==> config.mk <==
export PLATFORM = sky130hd
export DESIGN_NAME = multicycle_ctrl
export DESIGN_NICKNAME = d
export VERILOG_FILES = /design/src/rtl/mips_pkg.sv /design/src/rtl/mem_wait_timer.sv /design/src/rtl/multicycle_ctrl.sv
export SDC_FILE = /design/constraint.sdc
export NUM_CORES = 1
export LEC_CHECK = 0
export ABC_AREA = 0
export CAP_MARGIN = 20
export CELL_PAD_IN_SITES_DETAIL_PLACEMENT = 0
export CELL_PAD_IN_SITES_GLOBAL_PLACEMENT = 2
export CORE_MARGIN = 3
export CORE_UTILIZATION = 25
export CTS_CLUSTER_SIZE = 8
export DETAILED_ROUTE_END_ITERATION = 12
export PLACE_DENSITY_LB_ADDON = 0.2
export SYNTH_ARGS = -nofsm -noshare
export SYNTH_HDL_FRONTEND = slang
export SYNTH_SLANG_ARGS = --single-unit
==> constraint.sdc <==
create_clock -name clk -period 1.8 [get_ports clk]
set_input_delay 0.36 -clock clk [delete_from_list [all_inputs] [get_ports clk]]
set_output_delay 0.36 -clock clk [all_outputs]
set_load 0.02 [all_outputs]
==> src/rtl/mips_pkg.sv <==
// Shared encodings for the multi-cycle MIPS controller: opcodes, FSM states,
// datapath select codes, exception causes and the control-word payload.
package mips_pkg;

  localparam int unsigned OPCODE_W   = 6;
  localparam int unsigned STATE_W    = 4;
  localparam int unsigned WAIT_CNT_W = 8;

  localparam logic [OPCODE_W-1:0] OP_RTYPE = 6'b000000;
  localparam logic [OPCODE_W-1:0] OP_ADDI  = 6'b001000;
  localparam logic [OPCODE_W-1:0] OP_SLTI  = 6'b001010;
  localparam logic [OPCODE_W-1:0] OP_LW    = 6'b100011;
  localparam logic [OPCODE_W-1:0] OP_SW    = 6'b101011;
  localparam logic [OPCODE_W-1:0] OP_BEQ   = 6'b000100;
  localparam logic [OPCODE_W-1:0] OP_J     = 6'b000010;

  typedef enum logic [STATE_W-1:0] {
    ST_IDLE     = 4'd0,
    ST_FETCH    = 4'd1,
    ST_DECODE   = 4'd2,
    ST_EXEC_R   = 4'd3,
    ST_EXEC_I   = 4'd4,
    ST_MEM_ADDR = 4'd5,
    ST_MEM_RD   = 4'd6,
    ST_MEM_WR   = 4'd7,
    ST_WB_ALU   = 4'd8,
    ST_WB_MEM   = 4'd9,
    ST_BRANCH   = 4'd10,
    ST_JUMP     = 4'd11,
    ST_EXCEPT   = 4'd12
  } state_e;

  localparam logic [1:0] ALU_ADD   = 2'b00;
  localparam logic [1:0] ALU_SUB   = 2'b01;
  localparam logic [1:0] ALU_FUNCT = 2'b10;
  localparam logic [1:0] ALU_SLT   = 2'b11;

  localparam logic [1:0] PC_SRC_ALU    = 2'b00;
  localparam logic [1:0] PC_SRC_ALUOUT = 2'b01;
  localparam logic [1:0] PC_SRC_JUMP   = 2'b10;
  localparam logic [1:0] PC_SRC_EXC    = 2'b11;

  localparam logic [1:0] SRCB_RT      = 2'b00;
  localparam logic [1:0] SRCB_FOUR    = 2'b01;
  localparam logic [1:0] SRCB_IMM     = 2'b10;
  localparam logic [1:0] SRCB_IMM_SH2 = 2'b11;

  localparam logic [1:0] EXC_NONE    = 2'b00;
  localparam logic [1:0] EXC_ILLEGAL = 2'b01;
  localparam logic [1:0] EXC_TIMEOUT = 2'b10;

  typedef struct packed {
    logic       pc_write;
    logic       pc_write_cond;
    logic [1:0] pc_src;
    logic       i_or_d;
    logic       mem_read;
    logic       mem_write;
    logic       ir_write;
    logic       mem_to_reg;
    logic       reg_dst;
    logic       reg_write;
    logic       alu_src_a;
    logic [1:0] alu_src_b;
    logic [1:0] alu_op;
    logic       exception;
  } ctrl_t;

  // States that hold a memory access open and may wait on mem_ready.
  function automatic logic is_wait_state(input state_e s);
    return (s == ST_FETCH) || (s == ST_MEM_RD) || (s == ST_MEM_WR);
  endfunction

endpackage

==> src/rtl/mem_wait_timer.sv <==
// Counts cycles spent waiting on mem_ready in a memory state and flags a
// timeout once the count reaches MEM_WAIT_MAX with the access still pending.
module mem_wait_timer
  import mips_pkg::*;
#(
  parameter int unsigned MEM_WAIT_MAX = 15
) (
  input  logic clk,
  input  logic rst,
  input  logic i_active,
  input  logic i_mem_ready,
  output logic o_timeout
);

  logic [WAIT_CNT_W-1:0] r_count;
  logic                  w_waiting;

  assign w_waiting = i_active && !i_mem_ready;
  assign o_timeout = w_waiting && (r_count == WAIT_CNT_W'(MEM_WAIT_MAX));

  // Zero outside memory states, so every entry into one starts from zero.
  always_ff @(posedge clk or posedge rst) begin
    if (rst) begin
      r_count <= '0;
    end else if (w_waiting && !o_timeout) begin
      r_count <= r_count + WAIT_CNT_W'(1);
    end else begin
      r_count <= '0;
    end
  end

endmodule

==> src/rtl/multicycle_ctrl.sv <==
// Multi-cycle MIPS main controller: Moore FSM sequencing fetch/decode/execute/
// memory/writeback, with memory-wait timeout and precise exception entry.
module multicycle_ctrl
  import mips_pkg::*;
#(
  parameter int unsigned MEM_WAIT_MAX = 15
) (
  input  logic                clk,
  input  logic                rst,
  input  logic [OPCODE_W-1:0] opcode,
  input  logic                mem_ready,
  output logic                pc_write,
  output logic                pc_write_cond,
  output logic [1:0]          pc_src,
  output logic                i_or_d,
  output logic                mem_read,
  output logic                mem_write,
  output logic                ir_write,
  output logic                mem_to_reg,
  output logic                reg_dst,
  output logic                reg_write,
  output logic                alu_src_a,
  output logic [1:0]          alu_src_b,
  output logic [1:0]          alu_op,
  output logic                exception,
  output logic [1:0]          exc_cause,
  output logic [STATE_W-1:0]  state_dbg
);

  state_e     r_state;
  state_e     w_state_next;
  logic [1:0] r_exc_cause;
  logic [1:0] w_exc_cause_next;
  ctrl_t      w_ctrl;
  logic       w_wait_state;
  logic       w_timeout;

  assign w_wait_state = is_wait_state(r_state);

  mem_wait_timer #(
    .MEM_WAIT_MAX(MEM_WAIT_MAX)
  ) u_mem_wait_timer (
    .clk        (clk),
    .rst        (rst),
    .i_active   (w_wait_state),
    .i_mem_ready(mem_ready),
    .o_timeout  (w_timeout)
  );

  always_ff @(posedge clk or posedge rst) begin
    if (rst) begin
      r_state     <= ST_IDLE;
      r_exc_cause <= EXC_NONE;
    end else begin
      r_state     <= w_state_next;
      r_exc_cause <= w_exc_cause_next;
    end
  end

  always_comb begin
    w_state_next     = r_state;
    w_exc_cause_next = r_exc_cause;
    w_ctrl           = '0;
    unique case (r_state)
      ST_IDLE: begin
        w_state_next = ST_FETCH;
      end
      ST_FETCH: begin
        w_ctrl.mem_read  = 1'b1;
        w_ctrl.alu_src_b = SRCB_FOUR;
        w_ctrl.alu_op    = ALU_ADD;
        w_ctrl.pc_src    = PC_SRC_ALU;
        // Completion wins over a timeout landing on the same cycle.
        if (mem_ready) begin
          w_ctrl.ir_write = 1'b1;
          w_ctrl.pc_write = 1'b1;
          w_state_next    = ST_DECODE;
        end else if (w_timeout) begin
          w_state_next     = ST_EXCEPT;
          w_exc_cause_next = EXC_TIMEOUT;
        end
      end
      ST_DECODE: begin
        w_ctrl.alu_src_b = SRCB_IMM_SH2;
        w_ctrl.alu_op    = ALU_ADD;
        case (opcode)
          OP_RTYPE:        w_state_next = ST_EXEC_R;
          OP_ADDI, OP_SLTI: w_state_next = ST_EXEC_I;
          OP_LW, OP_SW:    w_state_next = ST_MEM_ADDR;
          OP_BEQ:          w_state_next = ST_BRANCH;
          OP_J:            w_state_next = ST_JUMP;
          default: begin
            w_state_next     = ST_EXCEPT;
            w_exc_cause_next = EXC_ILLEGAL;
          end
        endcase
      end
      ST_EXEC_R: begin
        w_ctrl.alu_src_a = 1'b1;
        w_ctrl.alu_src_b = SRCB_RT;
        w_ctrl.alu_op    = ALU_FUNCT;
        w_state_next     = ST_WB_ALU;
      end
      ST_EXEC_I: begin
        w_ctrl.alu_src_a = 1'b1;
        w_ctrl.alu_src_b = SRCB_IMM;
        w_ctrl.alu_op    = (opcode == OP_SLTI) ? ALU_SLT : ALU_ADD;
        w_state_next     = ST_WB_ALU;
      end
      ST_MEM_ADDR: begin
        w_ctrl.alu_src_a = 1'b1;
        w_ctrl.alu_src_b = SRCB_IMM;
        w_ctrl.alu_op    = ALU_ADD;
        w_state_next     = (opcode == OP_LW) ? ST_MEM_RD : ST_MEM_WR;
      end
      ST_MEM_RD: begin
        w_ctrl.mem_read = 1'b1;
        w_ctrl.i_or_d   = 1'b1;
        if (mem_ready) begin
          w_state_next = ST_WB_MEM;
        end else if (w_timeout) begin
          w_state_next     = ST_EXCEPT;
          w_exc_cause_next = EXC_TIMEOUT;
        end
      end
      ST_MEM_WR: begin
        w_ctrl.mem_write = 1'b1;
        w_ctrl.i_or_d    = 1'b1;
        if (mem_ready) begin
          w_state_next = ST_FETCH;
        end else if (w_timeout) begin
          w_state_next     = ST_EXCEPT;
          w_exc_cause_next = EXC_TIMEOUT;
        end
      end
      ST_WB_ALU: begin
        // IR still holds the instruction, so rd vs rt follows its opcode.
        w_ctrl.reg_write = 1'b1;
        w_ctrl.reg_dst   = (opcode == OP_RTYPE);
        w_state_next     = ST_FETCH;
      end
      ST_WB_MEM: begin
        w_ctrl.reg_write  = 1'b1;
        w_ctrl.mem_to_reg = 1'b1;
        w_state_next      = ST_FETCH;
      end
      ST_BRANCH: begin
        w_ctrl.alu_src_a     = 1'b1;
        w_ctrl.alu_src_b     = SRCB_RT;
        w_ctrl.alu_op        = ALU_SUB;
        w_ctrl.pc_write_cond = 1'b1;
        w_ctrl.pc_src        = PC_SRC_ALUOUT;
        w_state_next         = ST_FETCH;
      end
      ST_JUMP: begin
        w_ctrl.pc_write = 1'b1;
        w_ctrl.pc_src   = PC_SRC_JUMP;
        w_state_next    = ST_FETCH;
      end
      ST_EXCEPT: begin
        w_ctrl.exception = 1'b1;
        w_ctrl.pc_write  = 1'b1;
        w_ctrl.pc_src    = PC_SRC_EXC;
        w_state_next     = ST_FETCH;
      end
      default: begin
        w_state_next = ST_IDLE;
      end
    endcase
  end

  assign pc_write      = w_ctrl.pc_write;
  assign pc_write_cond = w_ctrl.pc_write_cond;
  assign pc_src        = w_ctrl.pc_src;
  assign i_or_d        = w_ctrl.i_or_d;
  assign mem_read      = w_ctrl.mem_read;
  assign mem_write     = w_ctrl.mem_write;
  assign ir_write      = w_ctrl.ir_write;
  assign mem_to_reg    = w_ctrl.mem_to_reg;
  assign reg_dst       = w_ctrl.reg_dst;
  assign reg_write     = w_ctrl.reg_write;
  assign alu_src_a     = w_ctrl.alu_src_a;
  assign alu_src_b     = w_ctrl.alu_src_b;
  assign alu_op        = w_ctrl.alu_op;
  assign exception     = w_ctrl.exception;
  assign exc_cause     = r_exc_cause;
  assign state_dbg     = r_state;

endmodule

==> qor.csv <==
stage,metric,value,unit
synthesis,synth_seq_area_share,0.351,
timing,fin_tns_setup,-1230,ps
synthesis,synth_nets,135,
critical_path,r2r_end,u_mem_wait_timer.r_count[7],
routing,ant_nets,0,
synthesis,ys_types,39,
critical_path,critPathLaunchType,flip-flop,
grt,antenna_found_initial,0,
critical_path,critPathRequiredTime,1440,ps
critical_path,path_cells,buf_4 > or4_4 > nor3_4 > buf_6,
pwr,power_density,1210,nW/µm²
floorplan,initial_utilization,0.267,
synthesis,avgSynthCellArea,7.99,µm²
pwr,sw_frac_of_total,0.394,
critical_path,timing.rr.start,state_dbg[0],
status,status,"complete, but fails checks",
routing,drc,0,
critical_path,ff2ff_path_depth,7,
finish,final_core_util,0.533,
pwr,power_leakage,0.928,nW
timing,max_freq,0.507,GHz
critical_path,slowest_stage,or4_4,
synthesis,synth-warning-count,0,
pwr,p_seq_frac,0.175,
synthesis,syn_area,998,µm²
pwr,peakVddDrop,0.607,mV
synthesis,ys_seq_elements,14,
synthesis,netlist_top_cells_area,"dfrtp_1 (35%), nor2_1 (6.8%), nand2b_1 (4.4%)",
grt,grt_max_degree,15,
floorplan,pin_count,32,
critical_path,worst-setup-path-type,flip-flop to output port,
timing,fin_crit_sh,1.10,
routing,drt-initial-drc-count,39,
finish,final_cell_area,2000,µm²
timing,skew,1.26,ps
critical_path,critical_path.max_stage_delay,540,ps
finish,syn_to_final_growth,100,%
routing,wl_per_cell,12.9,µm
place,dp_hpwl,2350,µm
timing,slew_violations,0,
pwr,pwr-share-clk,0.102,
routing,first_pass_iters,4,
critical_path,endpoint_kind,output port,
floorplan,fp-row-count,22,
floorplan,die_area,4790,µm²
clocking,clock-sinks,14,
floorplan,die_w,69.2,µm
status,violations,negative setup slack,
pwr,power_switching,0.955,mW
critical_path,regToRegSetupSlack,-90,ps
clocking,cts_root_buffer,clkbuf_8,
floorplan,die_h,69.2,µm
clocking,cts_hold_buf,0,
critical_path,path_delay_family,simple AND/OR/NAND/NOR gates,
grt,overflow,0,
synthesis,syn_inst,125,
synthesis,async_reset_ff_frac,1.00,
place,gp_congestion,0.749,
finish,final_cells,256,
timing,finalSetupViolations,17,
timing,tightest_slew,529,ps
timing,slew_headroom,0.647,
finish,nNetsFinal,220,
clocking,insertion_delay,240,ps
pwr,power,2.42,mW
synthesis,synthMostInstantiatedCell,nor2_1,
routing,vias,1223,
clocking,clkTransAtPathRegs,50,ps
pwr,comb_power_share,0.723,
flow_run,timing.max_cap.violations,0,
pwr,power.internal,1.47,mW
routing,wirelength,3300,µm
min_path,holdCritPathClass,primary input to async pin,
timing,rsz0062_at_grt,yes,
place,dp.cells,236,
synthesis,synthFlopType,dfrtp_1,
clocking,cts.path.max_buffers,2,
place,place_area,1700,µm²
place,io_buffers,31,
critical_path,critical_path_buf_inv_count,2,
synthesis,synth_edf_count,0,
routing,viasPerCell,4.78,
floorplan,coreArea,3740,µm²
finish,nFillCells,356,
critical_path,cp.arrival,1610,ps
synthesis,synth_commonest_cells,"nor2_1 (18), dfrtp_1 (14), nand2_1 (10)",
grt,grt_usage,0.138,
timing,hold_viol_final,0,
clocking,cts_tree,done,
synthesis,synth_top_area_frac,0.351,
finish,drive_gt1_frac,0.591,
timing,period_needed,1970,ps
clocking,htreeDepth,1,
critical_path,path_max_fanout,3,
finish,diodes,0,
grt,grt_first_pass_wirelength,5620,µm
clocking,numCtsBuffers,3,
synthesis,synth_area_leader_cell,dfrtp_1,
timing,layout_setup_ws,-172,ps
grt,grt_pass1_vias,1255,
[how the worst max path moves through the flow]
stage,from,slack [ps],to,depth (start not counted)
after floorplan,state_dbg[0],-20,pc_write,4
after global placement,opcode[0],-950,reg_dst,5
after detailed placement,opcode[0],-990,reg_dst,5
after CTS,opcode[3],-170,reg_dst,5
after global routing,state_dbg[0],-210,reg_dst,4
final,state_dbg[0],-170,reg_dst,4
[cell families (layout without fill, tap and decap cells)]
family | Yosys count | after routing | synth area share
AND/OR/NAND/NOR | 65 | 65 | 0.351
flip-flops | 14 | 14 | 0.351
buffers and inverters | 10 | 93 | 0.0376
AO/OA/AOI/OAI | 29 | 29 | 0.196
adder cells (fa/ha/maj) | 1 | 1 | 0.0125
XOR/XNOR | 6 | 6 | 0.0526
[placed cells by master (no fill, tap or decap), drive strengths merged, types with 2 or more instances in the layout]
cell type / Yosys / final
nor3b: 2 / 2
o31ai: 2 / 2
xor2: 2 / 2
clkdlybuf4s50: 0 / 4
dfrtp: 14 / 14
clkbuf: 4 / 5
nand3: 3 / 3
nor2: 18 / 18
nand2: 10 / 10
or3: 2 / 2
buf: 1 / 73
nor2b: 3 / 3
xnor2: 4 / 4
a221o: 2 / 2
o21ai: 6 / 6
inv: 5 / 5
nor4: 4 / 4
nor3: 4 / 4
and2: 2 / 2
nand2b: 9 / 9
a21oi: 7 / 7
a211o: 2 / 2
dlygate4sd2: 0 / 5
or2: 5 / 5
[layer usage]
metal	share of wire	vias to the layer above	global-route usage
met1	0.42	577	0.168
li1	-	616	-
met5	0	-	0
met4	0.0097	0	0.0434
met3	0.042	4	0.0203
met2	0.53	26	0.249
[registers in the layout (all words and copies together), names as in the netlist]
signal and count:
state_dbg 4, exc_cause 2, u_mem_wait_timer.r_count 8
[worst register-to-register path, delay by kind of cell, from the launching register on]
family                 cells  cell delay, ps
and+or+nand+nor            3             680
buffers and inverters      3             390
DFF                        1             380
AOI/OAI and AO/OA          1             380
[power groups by stage]
stage                     Clock (mW)  Combinational [mW]  Sequential (mW)
after global routing           0.270                1.88            0.430
after global placement             0                1.34            0.424
after detailed placement           0                1.36            0.426
after CTS                      0.258                1.61            0.420
final                          0.246                1.75            0.425
after floorplan                    0               0.625            0.484
[what timing repair did]
action	CTS	global route
endpoints found under the setup margin	33	28
endpoints found under the hold margin	0	0
buffers inserted	9	7
resized for setup	133	22
gates cloned	2	0
pin swaps	20	6
[layout make-up]
cell class,instances,area (µm²),area share
Inverter,5,18.8,0.00940
Tap cell,48,60.1,0.0301
Clock buffer,3,41.3,0.0207
Timing Repair Buffer,85,701,0.351
Sequential cell,14,353,0.177
Multi-Input combinational cell,101,823,0.412
[per-stage QoR]
| stage | hold slack (ps) | setup WS [ps] |
|---|---|---|
| 2_1_floorplan | 249 | -16.0 |
| 3_3_place_gp | 447 | -949 |
| 3_5_place_dp | 454 | -985 |
| 4_1_cts | 461 | -174 |
| 5_1_grt | 486 | -211 |
| 6_report | 465 | -172 |
(Power assumes the default switching activity.)
